$ cat src/rtl/uart_rx.sv
`default_nettype none
// ============================================================================
// Module      : uart_rx
// Description : 8-bit UART receiver with start-bit glitch rejection, framing
//               and break detection. Optional even parity via UART_RX_PARITY_EN.
// Revision    : 1.0 - initial release
// ============================================================================
module uart_rx #(
    parameter int unsigned BIT_CYCLES = 2605
) (
    input  logic       clk,
    input  logic       reset,
    input  logic       rx,
    output logic [7:0] data,
    output logic       valid,
    output logic       frame_err,
    output logic       parity_err
);

    localparam int unsigned c_HALF      = BIT_CYCLES / 2;
    localparam logic [12:0] c_BIT_LAST  = 13'(BIT_CYCLES - 1);
    localparam logic [12:0] c_HALF_LAST = 13'(c_HALF - 1);

    typedef enum logic [2:0] {
        S_IDLE      = 3'd0,
        S_START     = 3'd1,
        S_DATA      = 3'd2,
        S_PARITY    = 3'd3,
        S_STOP      = 3'd4,
        S_WAIT_HIGH = 3'd5
    } state_t;

    state_t      r_state;
    logic        r_rx_meta;
    logic        r_rx_s;
    logic [12:0] r_cnt;
    logic [2:0]  r_bit_idx;
    logic [7:0]  r_shift;
    logic        r_parity_err;
`ifdef UART_RX_PARITY_EN
    logic        r_parity_bit;
`endif

    always_ff @(posedge clk) begin
        if (reset) begin
            r_state      <= S_IDLE;
            r_rx_meta    <= 1'b1;
            r_rx_s       <= 1'b1;
            r_cnt        <= 13'd0;
            r_bit_idx    <= 3'd0;
            r_shift      <= 8'h00;
            data         <= 8'h00;
            valid        <= 1'b0;
            frame_err    <= 1'b0;
            r_parity_err <= 1'b0;
`ifdef UART_RX_PARITY_EN
            r_parity_bit <= 1'b0;
`endif
        end else begin
            r_rx_meta    <= rx;
            r_rx_s       <= r_rx_meta;
            valid        <= 1'b0;
            frame_err    <= 1'b0;
            r_parity_err <= 1'b0;

            case (r_state)
                S_IDLE: begin
                    r_cnt     <= 13'd0;
                    r_bit_idx <= 3'd0;
                    if (!r_rx_s) r_state <= S_START;
                end

                // Re-check the line at mid start bit so short glitches are dropped.
                S_START: begin
                    if (r_cnt == c_HALF_LAST) begin
                        r_cnt     <= 13'd0;
                        r_bit_idx <= 3'd0;
                        r_state   <= r_rx_s ? S_IDLE : S_DATA;
                    end else begin
                        r_cnt <= r_cnt + 13'd1;
                    end
                end

                S_DATA: begin
                    if (r_cnt == c_BIT_LAST) begin
                        r_cnt     <= 13'd0;
                        r_shift   <= {r_rx_s, r_shift[7:1]};
                        r_bit_idx <= r_bit_idx + 3'd1;
                        if (r_bit_idx == 3'd7) begin
`ifdef UART_RX_PARITY_EN
                            r_state <= S_PARITY;
`else
                            r_state <= S_STOP;
`endif
                        end
                    end else begin
                        r_cnt <= r_cnt + 13'd1;
                    end
                end

`ifdef UART_RX_PARITY_EN
                S_PARITY: begin
                    if (r_cnt == c_BIT_LAST) begin
                        r_cnt        <= 13'd0;
                        r_parity_bit <= r_rx_s;
                        r_state      <= S_STOP;
                    end else begin
                        r_cnt <= r_cnt + 13'd1;
                    end
                end
`endif

                S_STOP: begin
                    if (r_cnt == c_BIT_LAST) begin
                        r_cnt <= 13'd0;
                        if (r_rx_s) begin
                            data    <= r_shift;
                            valid   <= 1'b1;
`ifdef UART_RX_PARITY_EN
                            r_parity_err <= ^{r_shift, r_parity_bit};
`endif
                            r_state <= S_IDLE;
                        end else begin
                            frame_err <= 1'b1;
                            r_state   <= S_WAIT_HIGH;
                        end
                    end else begin
                        r_cnt <= r_cnt + 13'd1;
                    end
                end

                // A break holds the line low; wait it out so it reports only once.
                S_WAIT_HIGH: begin
                    r_cnt <= 13'd0;
                    if (r_rx_s) r_state <= S_IDLE;
                end

                default: r_state <= S_IDLE;
            endcase
        end
    end

`ifdef UART_RX_PARITY_EN
    assign parity_err = r_parity_err;
`else
    assign parity_err = 1'b0;
`endif

endmodule
`default_nettype wire

$ cat config.mk
export PLATFORM = sky130hd
export DESIGN_NAME = uart_rx
export DESIGN_NICKNAME = d
export VERILOG_FILES = /design/src/rtl/uart_rx.sv
export SDC_FILE = /design/constraint.sdc
export NUM_CORES = 1
export LEC_CHECK = 0
export CORE_ASPECT_RATIO = 1.2
export CORE_MARGIN = 1
export CORE_UTILIZATION = 40
export CTS_CLUSTER_SIZE = 40
export DETAILED_ROUTE_END_ITERATION = 8
export GPL_TIMING_DRIVEN = 0
export PLACE_DENSITY = 0.54
export SYNTH_ARGS = -nofsm -noshare
export SYNTH_HDL_FRONTEND = slang
export SYNTH_SLANG_ARGS = --single-unit
$ cat constraint.sdc
create_clock -name clk -period 2.79 [get_ports clk]
set_clock_uncertainty 0.15 [all_clocks]
set_input_delay 0.837 -clock clk [delete_from_list [all_inputs] [get_ports clk]]
set_output_delay 0.837 -clock clk [all_outputs]
set_load 0.005 [all_outputs]
# Word-level counts from Yosys, hierarchy flattened
# Cells that the tools add are included.
# W data, S select, Z words.
[word_totals]
reg_bits = 39
latchBits = 0
mem_bits_rw = 0
mem_bits_ro = 0
inputBits = 3
output_inout_bits = 11
elab_cells = 53
memories = 0
[classes]
addsub = 2
multipliers = 0
div = 0
order_cmp = 0
n_eq_ne = 13
shifts = 0
muxes = 17
bitwise_logic = 2
n_reduce_logical = 10
[ops]
columns = ["operator", "n"]
rows = [
  ["$pmux W13 S3", 1],
  ["$mux W3", 9],
  ["$mux W13", 2],
  ["$pmux W3 S5", 1],
  ["$add A13 B1 Y13 const B", 1],
  ["$eq A13 B11 Y1 const B", 1],
  ["$eq A13 B12 Y1 const B", 1],
  ["$ne A2 B2 Y1 const B", 6],
  ["$eq A3 B3 Y1 const B", 3],
  ["$pmux W3 S3", 1],
  ["$reduce_and A3 Y1", 2],
  ["$reduce_and A6 Y1", 1],
  ["$reduce_bool A3 Y1", 2],
  ["$reduce_or A2 Y1", 2],
  ["$add A3 B1 Y3 const B", 1],
  ["$eq A3 B1 Y1 const B", 1],
  ["$eq A3 B2 Y1 const B", 1],
  ["$logic_not A3 Y1", 1],
  ["$reduce_or A3 Y1", 1],
  ["$mux W1", 2],
  ["$mux W2", 1],
  ["$not A1 Y1", 2],
  ["$reduce_and A2 Y1", 1],
]

# Longest topological paths before layout
# Gate-level depths: netlist of run 1.
[logic_depth]
depth_word = 4
ltp_mapped = 9
mapped_depth_nobuf = 7

# Least setup slack after synthesis of run 1
# Ideal clock, no wire load.
[synth_timing]
path_type = "flip-flop to flip-flop"
from = "register r_cnt[9]"
to = "register r_state[2]"
setup_ps = 70
arrival_ps = 1804
required_ps = 2570
setup_slack_ps = 766
path_stages_with_launch = 6
n_path_buf = 0
synth_period_minus_slack_ps = 2024
cell_sequence = "dfxtp_1 or3b_4 nor4_4 nor3_1 or4_1 a21oi_1"
[synth_between]
elab_chain_cells = 3
elab_cells_between_ends = 6
cone_classes = "eq/ne: 5; reduce/logical: 1"
[synth_rtl]
columns = ["element", "line_no", "rtl"]
rows = [
  ["start: declaration", "36", "logic [12:0] r_cnt;"],
  ["start signal: assignment", "80", "r_cnt <= r_cnt + 13'd1;"],
  ["start signal: assignment", "97", "r_cnt <= r_cnt + 13'd1;"],
  ["start signal: assignment", "128", "r_cnt <= r_cnt + 13'd1;"],
  ["$eq A13 B12 Y1 or $eq A13 B11 Y1 (tied branches)", "85, 114, 75", ""],
  ["$ne A2 B2 Y1 (no source line)", "n/a", ""],
  ["$reduce_and A6 Y1 (no source line) (*)", "n/a", ""],
  ["end signal: assignment", "78", "r_state <= r_rx_s ? S_IDLE : S_DATA;"],
  ["end: declaration", "33", "state_t r_state;"],
]
# Every way passes the cells marked *; elsewhere a longest branch is shown, timed or not.
# A chain may end at the register's enable or synchronous reset.

# Final worst setup path of run 1
[layout_timing]
from = "register r_cnt[9]"
to = "register r_shift[5]"
[layout_between]
elab_chain_cells = 2
[layout_rtl]
columns = ["element", "line_no", "rtl"]
rows = [
  ["$eq A13 B12 Y1", "85", "if (r_cnt == c_BIT_LAST) begin"],
  ["$reduce_and A2 Y1 (no source line)", "n/a", ""],
  ["end signal: assignment", "87", "r_shift <= {r_rx_s, r_shift[7:1]};"],
  ["end: declaration", "38", "logic [7:0] r_shift;"],
]
# No other way between the ends.

==> impl_metrics.ini, run 1 <==
[run_status]
outcome = complete, no violations

[critical_path]
r2r_end = r_shift[5]$_SDFFE_PP0P_
r2r_slack_ns = 0.42
path_cells = or3b_4 > nor4_1 > nand3_2 > mux2i_1 > nor2_1
path_depth = 5
slowest_delay_ns = 0.63
worst-setup-path-type = register to register
r2r_cells = 5
path_max_fanout = 8
startpoint_type = register
worstPathRequired_ns = 2.81
cp.arrival_ns = 2.40
crit_start = r_cnt[9]$_SDFFE_PP0P_
cp_top_family = simple AND/OR/NAND/NOR gates
endpoint = r_shift[5]$_SDFFE_PP0P_
slowest_stage = nor4_1
cp_num_buf_inv = 0
cp-end-kind = register
r2r_start = r_cnt[9]$_SDFFE_PP0P_

[job]
maxCapViolCount = 0

[synthesis]
synth_nets = 213
synth_top_flop_cell = dfxtp_1
yosys_register_bits = 39
synth_area_sq_mm = 0.00179
netlist_instances = 205
synth-edff-count = 0
synth.avg_cell_area_sq_um = 8.73
yosysWarnings = 0
async_flop_share_pct = 0
ys_seq_area_share_pct = 43.6
ys_types = 39

[clocking]
cts.hold.buffers_added = 0
cts_setup_buffers = 0
htreeDepth = 2
cts_tree = built
clk_pin_slew_ns = 0.08
cts_resized = 0
clock_sinks = 39
clk_latency_ns = 0.30
clock-root-buffer = clkbuf_8
cts_buffers = 5
cts_buffer_depth = 2

[global_route]
antenna_found_initial = 0
grt_overflow = 0
grt_pass1_vias = 1339
grt_start_max_net_pins = 15
grt_pass1_wl_mm = 5.76
grtUsageTotal_pct = 15.8

[power_and_ir_drop]
irDropWorstVdd_v = 0.000413
power.density_mw_per_mm2 = 575
p_leak_nw = 0.742

[floorplan]
initial_core_util_pct = 42.0
ios = 14
fp.dieW_microns = 63.1
dieArea_sq_mm = 0.00475
row_count = 26
die_h_microns = 75.3
core-area_sq_mm = 0.00426

[final_layout]
post-route-util_pct = 48.9
num_antenna_cells = 0
final_cell_mix = 39 x dfxtp_1, 32 x nor2_1, 17 x nand2_1
drive_above_1_share_pct = 8.48
syn_to_final_growth_pct = 16.6
stdcell_area_sq_mm = 0.00209
nNetsFinal = 231
layout_commonest_cell = dfxtp_1

[detailed_routing]
final_antenna_net_count = 0
drtPass1Iterations = 4
first_iter_violations = 32
drc_errors = 0
drt-vias-per-instance = 5.16
wire_per_inst_microns = 11.9
wl_mm = 3.34
vias = 1445

[timing]
fmax_mhz = 421
setup_violations = 0
finalSetupTns_ns = 0
slew_headroom_pct = 53.2
period_minus_slack_ns = 2.37
rsz0062_at_grt = false
hold_slack_ns = 0.265
worst_slew_pin_slew_ns = 0.696
maxSlewViolCount = 0
fin_crit_sh_pct = 85.0
hold_viol_final = 0

[worst_hold_path]
holdPathStages = 1
min_path_type = register to register

[placed_design]
place_congestion = 0.839
place_area_sq_mm = 0.00197
dp.final_hpwl_mm = 2.52
port_buffers = 11
-- worst min path at each step --
stage	from	endpoint	slack [ns]
finish	r_rx_meta$_SDFF_PP1_	r_rx_s$_SDFF_PP1_	0.26
global route	r_rx_meta$_SDFF_PP1_	r_rx_s$_SDFF_PP1_	0.27
CTS	r_rx_meta$_SDFF_PP1_	r_rx_s$_SDFF_PP1_	0.27
global placement	r_rx_meta$_SDFF_PP1_	r_rx_s$_SDFF_PP1_	0.24
detailed placement	r_rx_meta$_SDFF_PP1_	r_rx_s$_SDFF_PP1_	0.25
floorplan	r_rx_meta$_SDFF_PP1_	r_rx_s$_SDFF_PP1_	0.24
-- state kept, by name, summed over array words and instances, names as in the netlist --
register   cells
r_state        3
r_shift        8
r_rx_meta      1
frame_err      1
valid          1
r_rx_s         1
data           8
r_bit_idx      3
r_cnt         13
-- worst register-to-register path, stage by stage, from the launching register on --
cell and delay [ns]:
dfxtp_1 0.41, or3b_4 0.42, nor4_1 0.63, nand3_2 0.34
mux2i_1 0.24, nor2_1 0.06
-- Yosys cell counts (all sizes together), types with 4 or more instances --
master | n | area, sq um
a21oi | 13 | 65.1
nand3 | 17 | 90.1
o21ai | 6 | 30.0
clkbuf | 8 | 30.0
nand2 | 17 | 63.8
dfxtp | 39 | 781
nand4 | 4 | 25.0
xnor2 | 5 | 43.8
nor2 | 32 | 120
xor2 | 8 | 70.1
ha | 5 | 62.6
mux2i | 9 | 90.1
nand2b | 4 | 25.0
-- layout make-up --
class,count,area (sq um)
tap,56,70.1
clock inverter,3,47.5
multi-input combinational,152,950
inverter,3,11.3
buffer,11,47.5
fill,436,2180
timing repair buffer,11,110
clock buffer,5,68.8
sequential,39,781
-- per-stage QoR --
step / instances / power, mW / setup slack, ns
after global routing: 280 / 1.27 / 0.261
after global placement: 272 / 0.723 / 0.454
after CTS: 280 / 1.22 / 0.425
final: 280 / 1.20 / 0.418
after detailed placement: 272 / 0.730 / 0.440
after floorplan: 205 / 0.696 / 0.766
-- cells by family after synthesis --
kind of cell | Yosys count | synth area share [%]
simple gates | 96 | 28.9
flops | 39 | 43.6
compound gates | 28 | 9.09
buf+inv | 14 | 3.29
xor+xnor | 13 | 6.36
mux | 9 | 5.04
fa+ha+maj | 5 | 3.50
other cells | 1 | 0.210
-- power by group --
| group | internal, mW | switching (mW) |
|---|---|---|
| Sequential | 0.569 | 0.0143 |
| Clock | 0.271 | 0.211 |
| Combinational | 0.0442 | 0.0909 |
-- metal layers --
layer	track usage (%)	routed length [microns]	share of wire (%)
met5	0	0	0
met4	8.53	71	2.1
met3	3.64	107	3.2
met2	29.5	1690	51
met1	16.5	1470	44
No activity file was read; power rests on OpenSTA's default activity.
==> run 2: changes to the inputs <==
- CTS_BUF_LIST: not set -> sky130_fd_sc_hd__clkbuf_16
- DONT_BUFFER_PORTS: not set -> 1
- PLACE_DENSITY: 0.54 -> 0.5
- SLEW_MARGIN: not set -> 0
==> run 2 against run 1 <==
Critical path depth unchanged. Wire length up 3.7%. Core utilization down 2.0 points.
==> impl_metrics.ini, run 2 (synthesized netlist as in run 1, its figures left out) <==
[run_status]
outcome = complete, no violations

[critical_path]
slowest_stage = nor4_1
cp-end-kind = register
r2r_start = r_cnt[9]$_SDFFE_PP0P_
crit_start = r_cnt[9]$_SDFFE_PP0P_
slowest_delay_ns = 0.62
endpoint = r_shift[2]$_SDFFE_PP0P_
startpoint_type = register
path_max_fanout = 8
cp.arrival_ns = 2.36
worstPathRequired_ns = 2.79
r2r_slack_ns = 0.43
path_depth = 5
r2r_cells = 5
r2r_end = r_shift[2]$_SDFFE_PP0P_
path_cells = or3b_4 > nor4_1 > nand3_2 > mux2i_1 > nor2_1
worst-setup-path-type = register to register
cp_num_buf_inv = 0
cp_top_family = simple AND/OR/NAND/NOR gates

[detailed_routing]
first_iter_violations = 73
wl_mm = 3.47
drtPass1Iterations = 4
final_antenna_net_count = 0
drt-vias-per-instance = 5.19
vias = 1396
drc_errors = 0
wire_per_inst_microns = 12.9

[global_route]
grtUsageTotal_pct = 16.7
grt_pass1_vias = 1358
grt_overflow = 0
grt_start_max_net_pins = 13
antenna_found_initial = 0
grt_pass1_wl_mm = 6.18

[placed_design]
place_ws_ns = 0.399
place_congestion = 0.789
port_buffers = 0
dp.cells = 261
dp.final_hpwl_mm = 2.61

[timing]
period_minus_slack_ns = 2.36
setup_violations = 0
slew_headroom_pct = 54.1
fmax_mhz = 424
worst_slack_ns = 0.430
worst_slew_pin_slew_ns = 0.682
hold_viol_final = 0
rsz0062_at_grt = false
finalSetupTns_ns = 0
hold_slack_ns = 0.254
maxSlewViolCount = 0
fin_crit_sh_pct = 84.6

[floorplan]
core-area_sq_mm = 0.00426
row_count = 26
fp.dieW_microns = 63.1
dieArea_sq_mm = 0.00475
initial_core_util_pct = 42.0
die_h_microns = 75.3
ios = 14

[final_layout]
final_cell_mix = 39 x dfxtp_1, 32 x nor2_1, 17 x nand2_1
reg_top3 = r_cnt (13), data (8), r_shift (8)
top_register = r_cnt
drive_above_1_share_pct = 8.45
syn_to_final_growth_pct = 11.8
nNetsFinal = 220
largest_reg_flops = 13
n_fill_cell = 422
layout.cells.non_filler = 269
layout_commonest_cell = dfxtp_1
num_antenna_cells = 0

[clocking]
cts_buffers = 5
htreeDepth = 2
clk_latency_ns = 0.27
cts.hold.buffers_added = 0
cts_resized = 0
cts_setup_buffers = 0
cts_buffer_depth = 2
clk_pin_slew_ns = 0.05
clock_sinks = 39
cts_tree = built
clock-root-buffer = clkbuf_16

[worst_hold_path]
min_path_type = register to register

[power_and_ir_drop]
power.internal_mw = 0.938
seq_power_share_pct = 46.7
combPwrFrac_pct = 10.7
power_switching_mw = 0.313
total_power_mw = 1.25
p_leak_nw = 0.716
power.density_mw_per_mm2 = 625
power.share.clock_pct = 42.6
p_sw_share_pct = 25.0
irDropWorstVdd_v = 0.000275

[job]
maxCapViolCount = 0
[run 2: cell types whose count changed in the layout (fill, tap and decap cells not counted)]
cell,change
clkdlybuf4s50_1,-11
clkbuf_16,+5
clkbuf_8,-5
bufinv_16,-1
clkinv_2,+1
clkinv_4,-1
clkinvlp_4,+1
inv_1,+1
inv_6,-1
[run 2: metal layers]
metal,up-vias,GRT usage (%),wire length (microns)
met2,21,29.3,1740
met4,0,6.98,43
li1,721,-,-
met1,650,18.8,1570
met5,-,0,0
met3,4,5.61,118
[run 2: worst min-delay path by stage]
stage	from	end	slack, ns	cells after the start
global route	r_rx_meta$_SDFF_PP1_	r_rx_s$_SDFF_PP1_	0.27	1
detailed placement	r_rx_meta$_SDFF_PP1_	r_rx_s$_SDFF_PP1_	0.24	1
floorplan	r_rx_meta$_SDFF_PP1_	r_rx_s$_SDFF_PP1_	0.24	1
global placement	r_rx_meta$_SDFF_PP1_	r_rx_s$_SDFF_PP1_	0.25	1
finish	r_rx_meta$_SDFF_PP1_	r_rx_s$_SDFF_PP1_	0.25	1
CTS	r_rx_meta$_SDFF_PP1_	r_rx_s$_SDFF_PP1_	0.26	1
[run 2: power groups by stage]
stage	sequential, mW	combinational (mW)	clock, mW
floorplan	0.591	0.105	0
global route	0.584	0.158	0.574
CTS	0.583	0.135	0.550
global placement	0.594	0.130	0
detailed placement	0.595	0.135	0
finish	0.584	0.134	0.532
[run 2: per-stage QoR]
step / utilization, % / area [sq um]
6_report: 46.9 / 2000
5_1_grt: 46.9 / 2000
4_1_cts: 46.9 / 2000
3_5_place_dp: 43.6 / 1860
3_3_place_gp: 43.6 / 1860
2_1_floorplan: - / 1790
[run 2: layout make-up]
class	instances	area (sq um)	area share (%)
inverter	3	11.3	0.563
multi-input combinational	152	950	47.5
sequential	39	781	39.0
buffer	11	47.5	2.38
clock buffer	5	125	6.25
clock inverter	3	16.3	0.813
tap	56	70.1	3.50
==> run 3: changes to the inputs <==
- clock period: 2.79 -> 2.4 ns (I/O delays scaled with it)
==> run 3 against run 2 <==
Register-to-register slack worse by 0.27 ns. Fmax is 5.5% higher. Design area is 0.56% higher. Final cell count unchanged. Clock-buffer cell count is the same. Total power is 17% higher. Via count grew 0.72%. Sequential share of layout area down 0.22 points. Largest power group unchanged.
==> impl_metrics.ini, run 3 (synthesized netlist as in run 1, its figures left out) <==
[run_status]
outcome = complete, no violations

[detailed_routing]
wire_per_inst_microns = 12.9
first_iter_violations = 83
wl_mm = 3.48
drc_errors = 0
drtPass1Iterations = 4
final_antenna_net_count = 0
drt-vias-per-instance = 5.23
vias = 1406

[clocking]
cts_tree = built
cts.hold.buffers_added = 0
cts_buffer_depth = 2
cts_setup_buffers = 0
clock-root-buffer = clkbuf_16
clock_sinks = 39
clk_latency_ns = 0.28
cts_buffers = 5
htreeDepth = 2
clk_pin_slew_ns = 0.05

[global_route]
antenna_found_initial = 0
grt_start_max_net_pins = 13
grt_overflow = 0
grt_pass1_wl_mm = 6.18
grtUsageTotal_pct = 16.8
grt_pass1_vias = 1366

[floorplan]
fp.dieW_microns = 63.1
dieArea_sq_mm = 0.00475
core-area_sq_mm = 0.00426
ios = 14
initial_core_util_pct = 42.0
die_h_microns = 75.3
row_count = 26

[critical_path]
slowest_delay_ns = 0.51
path_max_fanout = 6
cp-end-kind = register
worst-setup-path-type = register to register
startpoint_type = register
worstPathRequired_ns = 2.45
path_cells = or3b_2 > nor4_4 > o211ai_1 > or4_1 > a21oi_1
crit_start = r_cnt[8]$_SDFFE_PP0P_
cp.arrival_ns = 2.29
r2r_start = r_cnt[8]$_SDFFE_PP0P_
slowest_stage = or3b_2

[timing]
hold_viol_final = 0
period_minus_slack_ns = 2.24
fmax_mhz = 447
worst_slew_pin_slew_ns = 0.568
fin_crit_sh_pct = 93.2
rsz0062_at_grt = false
setup_violations = 0
slew_headroom_pct = 62.0
maxSlewViolCount = 0

[final_layout]
final_cell_mix = 39 x dfxtp_1, 32 x nor2_1, 17 x nand2_1
n_fill_cell = 420
multi_input_comb_area_sq_um = 956
ff_latch_area_sq_um = 781
largest_reg_flops = 13
top_register = r_cnt
syn_to_final_growth_pct = 12.4
layout_commonest_cell = dfxtp_1
layout.cells.non_filler = 269
reg_top3 = r_cnt (13), data (8), r_shift (8)
drive_above_1_share_pct = 8.92
nNetsFinal = 220
num_antenna_cells = 0

[job]
maxCapViolCount = 0

[placed_design]
port_buffers = 0
place_congestion = 0.789
dp.cells = 261
dp.final_hpwl_mm = 2.61

[power_and_ir_drop]
power.density_mw_per_mm2 = 725
irDropWorstVdd_v = 0.000319
p_leak_nw = 0.718
total_power_mw = 1.46

[worst_hold_path]
hp-start = r_rx_meta$_SDFF_PP1_
min_path_type = register to register
run 3: routing by layer:
metal / vias to the layer above / wire, microns / GRT usage (%)
met5: - / 0 / 0
met4: 0 / 52 / 7.49
met3: 6 / 111 / 5.61
met2: 18 / 1740 / 29.0
met1: 661 / 1570 / 18.9
li1: 721 / - / -
run 3: what timing repair did:
action                     in CTS  in global routing
setup endpoints to repair       2                 10
gates resized for setup         1                  3
gates cloned                    0                  0
hold endpoints to repair        0                  0
run 3: worst paths after layout:
| path | depth (start not counted) | end | slack [ns] |
|---|---|---|---|
| max | 5 | r_state[2]$_SDFFE_PP0P_ | 0.16 |
| min | 1 | r_rx_s$_SDFF_PP1_ | 0.25 |
| max reg2reg | 5 | r_state[2]$_SDFFE_PP0P_ | 0.16 |
| min reg2reg | 1 | r_rx_s$_SDFF_PP1_ | 0.25 |
run 3: worst max-delay path: cells and delay by family (launching register included):
kind	cells	cell delay (ns)
flip-flops	1	0.42
AND/OR/NAND/NOR	3	1.23
AO/OA/AOI/OAI	2	0.37
run 3: area by class of cell:
| cell class | count | area share (%) |
|---|---|---|
| plain buffers | 11 | 2.61 |
| clock buffers | 5 | 6.22 |
| clock inverters | 3 | 0.808 |
| inverters | 3 | 0.560 |
| multi-input cells | 152 | 47.5 |
| flip-flops and latches | 39 | 38.8 |
| well taps | 56 | 3.48 |
run 3: power breakdown:
part / internal (mW) / total (mW) / switching [mW]
sequential: 0.662 / 0.679 / 0.0162
combinational: 0.0510 / 0.158 / 0.107
clock: 0.378 / 0.621 / 0.243
total: 1.09 / 1.46 / 0.366
run 3: stage by stage:
step                hold slack, ns  utilization, %  cell area, sq um  setup TNS [ns]  setup slack, ns
floorplan                    0.239               -              1790               0            0.376
global placement             0.249            43.6              1860         -0.0212         -0.00855
detailed placement           0.243            43.6              1860               0          0.00887
CTS                          0.256            47.1              2010               0           0.0668
global route                 0.265            47.2              2010               0          0.00123
finish                       0.254            47.2              2010               0            0.163
==> RTL edit 1, RTL diff (config.mk and constraints of run 1) <==
Set the parameter `BIT_CYCLES` to 1302 (it was 2605).
--- a/src/rtl/uart_rx.sv
+++ b/src/rtl/uart_rx.sv
@@ -7,5 +7,5 @@
 // ============================================================================
 module uart_rx #(
-    parameter int unsigned BIT_CYCLES = 2605
+    parameter int unsigned BIT_CYCLES = 1302
 ) (
     input  logic       clk,
Check against the original RTL: same outputs for any inputs over 10 cycles, from zero or initial values and one cycle with reset high; that may be too few to reach the edited logic, so the function may still have changed.
==> RTL edit 1 against run 1 <==
Design area fell by 0.72%; die area fell by 0.89%; sequential cell count did not move; synthesized area decreased by 0.91%; largest cell class unchanged; first-iteration DRC count is 88% higher; count of clock-buffer cells in the layout increased by 1; setup slack gained 0.25 ns; wire length grew 3.6%.
Power is not compared: it rests on default switching activity, and its combinational part moved more than twofold at a synthesized area within 25%.
==> RTL edit 1: results (changes against run 1) <==
Global routing
  • Vias in the first global route: 1361 (+1.6%)
  • Total track usage: 16.4% (+0.66 points)
  • First-pass GRT wire length: 5990 µm (+4.0%)
  • Largest net degree at the start of global routing: 13 (-2)

Placed design
  • DPL Wire Length: 2530 µm (+0.57%)
  • Placer Congestion: 0.853 (+1.7%)
  • IO Port Bufs: 11 (unchanged)

Synth
  • Post-synth ARST share: 0% (unchanged)
  • Top post-synthesis cells by area: dfxtp_1 44%, mux2i_1 9.0%, nor2_1 5.9%
  • Syn nets: 191 (-10%)
  • Sequential area share after synthesis: 44.0% (+0.40 points)
  • Yosys synthesis warning count: 0 (unchanged)
  • Yosys cell types: 46 (+18%)
  • Commonest cells post-synth: 39 x dfxtp_1, 28 x nor2_1, 16 x mux2i_1
  • Main synth FF type: dfxtp_1

Outcome
  • Outcome: completed

Clocking
  • Clock Latency Late Sink: 0.29 ns
  • Cts bufs inserted: 5 (unchanged)
  • CTS clk-pin slew, worst paths: 0.08 ns (about the same)
  • Clock root cell: clkbuf_8
  • Post-cts sizing count: 0 (unchanged)
  • CTS Buffer Depth: 2 (unchanged)

Worst setup path
  • Worst path max stage delay: 0.52 ns (-0.11 ns)
  • Worst Path Arrival: 1.14 ns (-1.26 ns)
  • Cell family with most CP delay: buffers and inverters
  • Crit-path slowest cell: clkdlybuf4s50_1
  • CP Max Fanout: 2 (-6)

Detailed routing
  • DR vias/cell: 5.31 (+2.8%)
  • Pre-antenna DRT Iters: 4 (unchanged)
  • Drt total wl: 3460 µm (+3.6%)
  • DR iter-0 viols: 60 (+88%)

Hold path
  • Min-Delay Path Class: register to register

Final layout
  • # diodes: 0 (unchanged)
  • Top flop regs: r_cnt: 13 flops, data: 8 flops, r_shift: 8 flops
  • Nets: 209 (-9.5%)
  • Layout cell share with drive strength beyond 1: 14.4% (+5.9 points)
  • FILL cells: 433 (-0.69%)
  • Max FFs per register: 13 (unchanged)

Timing
  • Worst slew pin tran: 0.499 ns (-0.197 ns)
  • Pins Over Slew Limit: 0 (unchanged)

Pwr
  • P_leak: 0.000862 µW
  • Worst vdd ir: 0.213 mV
  • Psw: 209 µW
[RTL edit 1: per-layer routing]
metal	vias up	global-route usage, %	routed length [µm]	share of wire, %
met5	-	0	0	0
met4	0	6.20	50	1.4
met3	5	3.94	118	3.4
met2	19	31.6	1830	53
met1	655	17.5	1470	42
li1	690	-	-	-
[RTL edit 1: cells by family after synthesis]
logic type	Yosys count	share of synthesized area (%)
AND/OR/NAND/NOR	75	25.0
flip-flops	39	44.0
AO/OA/AOI/OAI	24	9.88
multiplexers	17	9.67
buffers and inverters	15	4.23
XOR/XNOR	7	3.46
adder cells (fa/ha/maj)	5	3.53
other	1	0.212
[RTL edit 1: path summary, 6_finish.rpt]
path                              start                    end  slack (ns)  depth (start not counted)
hold / removal     r_rx_meta$_SDFF_PP1_      r_rx_s$_SDFF_PP1_        0.26                          1
setup / recovery   data[7]$_SDFFE_PP0P_                data[7]        0.66                          1
setup reg to reg  r_cnt[9]$_SDFFE_PP0P_  r_cnt[9]$_SDFFE_PP0P_        0.77                          5
hold reg to reg    r_rx_meta$_SDFF_PP1_      r_rx_s$_SDFF_PP1_        0.26                          1
[RTL edit 1: power groups by stage]
| stage | logic (µW) | clock network [µW] | registers, µW |
|---|---|---|---|
| after global placement | 22.7 | 0 | 575 |
| after detailed placement | 23.1 | 0 | 575 |
| after floorplan | 16.9 | 0 | 574 |
| after CTS | 23.2 | 497 | 562 |
| after global routing | 25.7 | 521 | 563 |
| final | 23.0 | 481 | 562 |
[RTL edit 1: per-stage QoR]
stage	cell area (µm²)	setup slack [ns]	power, µW	std cells	util [%]
after detailed placement	1950	0.548	598	250	45.8
after global routing	2070	0.576	1110	258	48.6
after CTS	2070	0.645	1080	258	48.6
after global placement	1950	0.571	598	250	45.8
after floorplan	1770	0.856	591	183	-
final	2070	0.663	1070	258	48.6
[RTL edit 1: cell type report]
type	count	share of cell area [%]
multi-input cells	129	44.3
flip-flops and latches	39	37.7
repair buffers	11	5.32
clock buffers	6	3.99
well taps	56	3.38
plain buffers	9	2.54
clock inverters	2	1.69
inverters	6	1.09
==> RTL edit 2, RTL diff (config.mk and constraints of run 1) <==
Without the edit above. Re-encode `state_t` (6 states) as Gray code, 3 bits wide.
--- a/src/rtl/uart_rx.sv
+++ b/src/rtl/uart_rx.sv
@@ -23,10 +23,10 @@
 
     typedef enum logic [2:0] {
-        S_IDLE      = 3'd0,
-        S_START     = 3'd1,
-        S_DATA      = 3'd2,
-        S_PARITY    = 3'd3,
-        S_STOP      = 3'd4,
-        S_WAIT_HIGH = 3'd5
+        S_IDLE      = 3'b000,
+        S_START     = 3'b001,
+        S_DATA      = 3'b011,
+        S_PARITY    = 3'b010,
+        S_STOP      = 3'b110,
+        S_WAIT_HIGH = 3'b111
     } state_t;
 
Check against the original RTL: no difference found for any inputs over 10 cycles, from zero or initial values and one cycle with reset high; not proved beyond that.
==> RTL edit 2 against run 1 <==
Synthesized area rose by 8.0%; sequential cell count did not move; critical path type is now register to output port; via count rose by 0.69%; critical endpoint is now data[2]; largest cell class unchanged; setup slack improved by 0.24 ns; synthesized cell count fell by 2.9%; critical path depth fell by 4; design area rose by 6.8%; wire length rose by 11%.
Power is not compared: it rests on default switching activity, and its combinational part moved more than twofold at a synthesized area within 25%.
==> RTL edit 2: results (changes against run 1) <==
Final layout
  • Core Util, Final: 48.1% (-0.82 points)
  • Comb_multi_in: 147 (-3.3%)
  • Layout cell share with drive strength beyond 1: 14.2% (+5.7 points)
  • Sequential share of cell area: 35.1% (-2.4 points)
  • Nets: 225 (-2.6%)
  • Non-clock buffers: 20 (-9.1%)
  • Non-Filler Instances: 276 (-1.4%)
  • Non-Clock Buffer Area Fraction: 8.31% (+0.76 points)
  • # diodes: 0 (unchanged)
  • Inverter count: 4 (+1)
  • Clock buf/inv share: 5.06% (-0.52 points)
  • FILL cells: 430 (-1.4%)
  • Area of the multi-input gates: 0.00106 mm² (+12%)

Detailed routing
  • Via count: 1455 (+0.69%)
  • DR iter-0 viols: 65 (+100%)
  • Pre-antenna DRT Iters: 4 (unchanged)
  • Drt total wl: 3720 µm (+11%)

Worst setup path
  • CP Max Fanout: 2 (-6)
  • Crit-path slowest cell: clkdlybuf4s50_1
  • Worst Path Arrival: 1.14 ns (-1.26 ns)
  • Worst path max stage delay: 0.50 ns (-0.13 ns)
  • Cell family with most CP delay: buffers and inverters

Hold path
  • Min-Delay Path Class: register to register

Pwr
  • Reg power frac: 41.8%
  • Worst vdd ir: 0.306 mV

Synth
  • Syn avg cell area: 9.71 µm² (+11%)
  • Top post-synthesis cells by area: dfxtp_1 40%, mux2i_1 8.3%, nor2_1 6.2%
  • Sequential area share after synthesis: 40.4% (-3.2 points)
  • Xor-xnor portion of the synthesized cell area: 5.44% (-0.92 points)
  • Mux contribution to synthesized area: 8.87% (+3.8 points)
  • Main synth FF type: dfxtp_1
  • Syn nets: 207 (-2.8%)
  • Synth Area in Compound Gates: 9.00% (-0.088 points)
  • Yosys cell types: 54 (+38%)
  • Post-Synth Adder-Cell Area: 3.24% (-0.26 points)
  • Commonest cells post-synth: 39 x dfxtp_1, 32 x nor2_1, 16 x mux2i_1

Global routing
  • First-pass GRT wire length: 6430 µm (+12%)
  • Largest net degree at the start of global routing: 14 (-1)
  • Vias in the first global route: 1388 (+3.7%)
  • Total track usage: 16.5% (+0.70 points)

Clocking
  • Post-cts sizing count: 0 (unchanged)
  • Clock Latency Late Sink: 0.29 ns
  • Htree depth: 2 (unchanged)

Placed design
  • Post-DP Area: 0.00211 mm² (+7.4%)
  • Worst slack, placed: 0.636 ns (+0.196 ns)
  • Placer Congestion: 0.769 (-8.4%)
  • DPL Wire Length: 2730 µm (+8.6%)
  • Dpl cells: 268 (-1.5%)

Outcome
  • Outcome: completed

Timing
  • Min Hold Slack: 0.272 ns (+0.00740 ns)
  • Worst slew pin tran: 0.606 ns (-0.0900 ns)
## RTL edit 2: cell count changes after synthesis, moves of 3 or more
cell	before	now
nand2_1	17	5
nand3_1	16	7
a21oi_1	13	5
clkbuf_1	8	1
mux2i_1	9	16
xnor2_1	5	1
a31oi_1	3	0
and3_1	1	4
nor2b_1	0	3
nor3b_1	0	3
xor2_1	8	11
## RTL edit 2: final timing paths
path	start	to	slack (ns)	cells after the start
setup / recovery	data[2]$_SDFFE_PP0P_	data[2]	0.66	1
hold / removal	r_rx_meta$_SDFF_PP1_	r_rx_s$_SDFF_PP1_	0.27	1
setup reg to reg	r_cnt[1]$_SDFFE_PP0P_	data[0]$_SDFFE_PP0P_	0.69	7
hold reg to reg	r_rx_meta$_SDFF_PP1_	r_rx_s$_SDFF_PP1_	0.27	1
## RTL edit 2: per-layer routing
metal  GRT usage, %  vias up  wire length [µm]
met3           4.36        5                96
met2           28.7       17              1930
met1           19.1      692              1640
li1               -      741                 -
met4           5.43        0                54
met5              0        -                 0
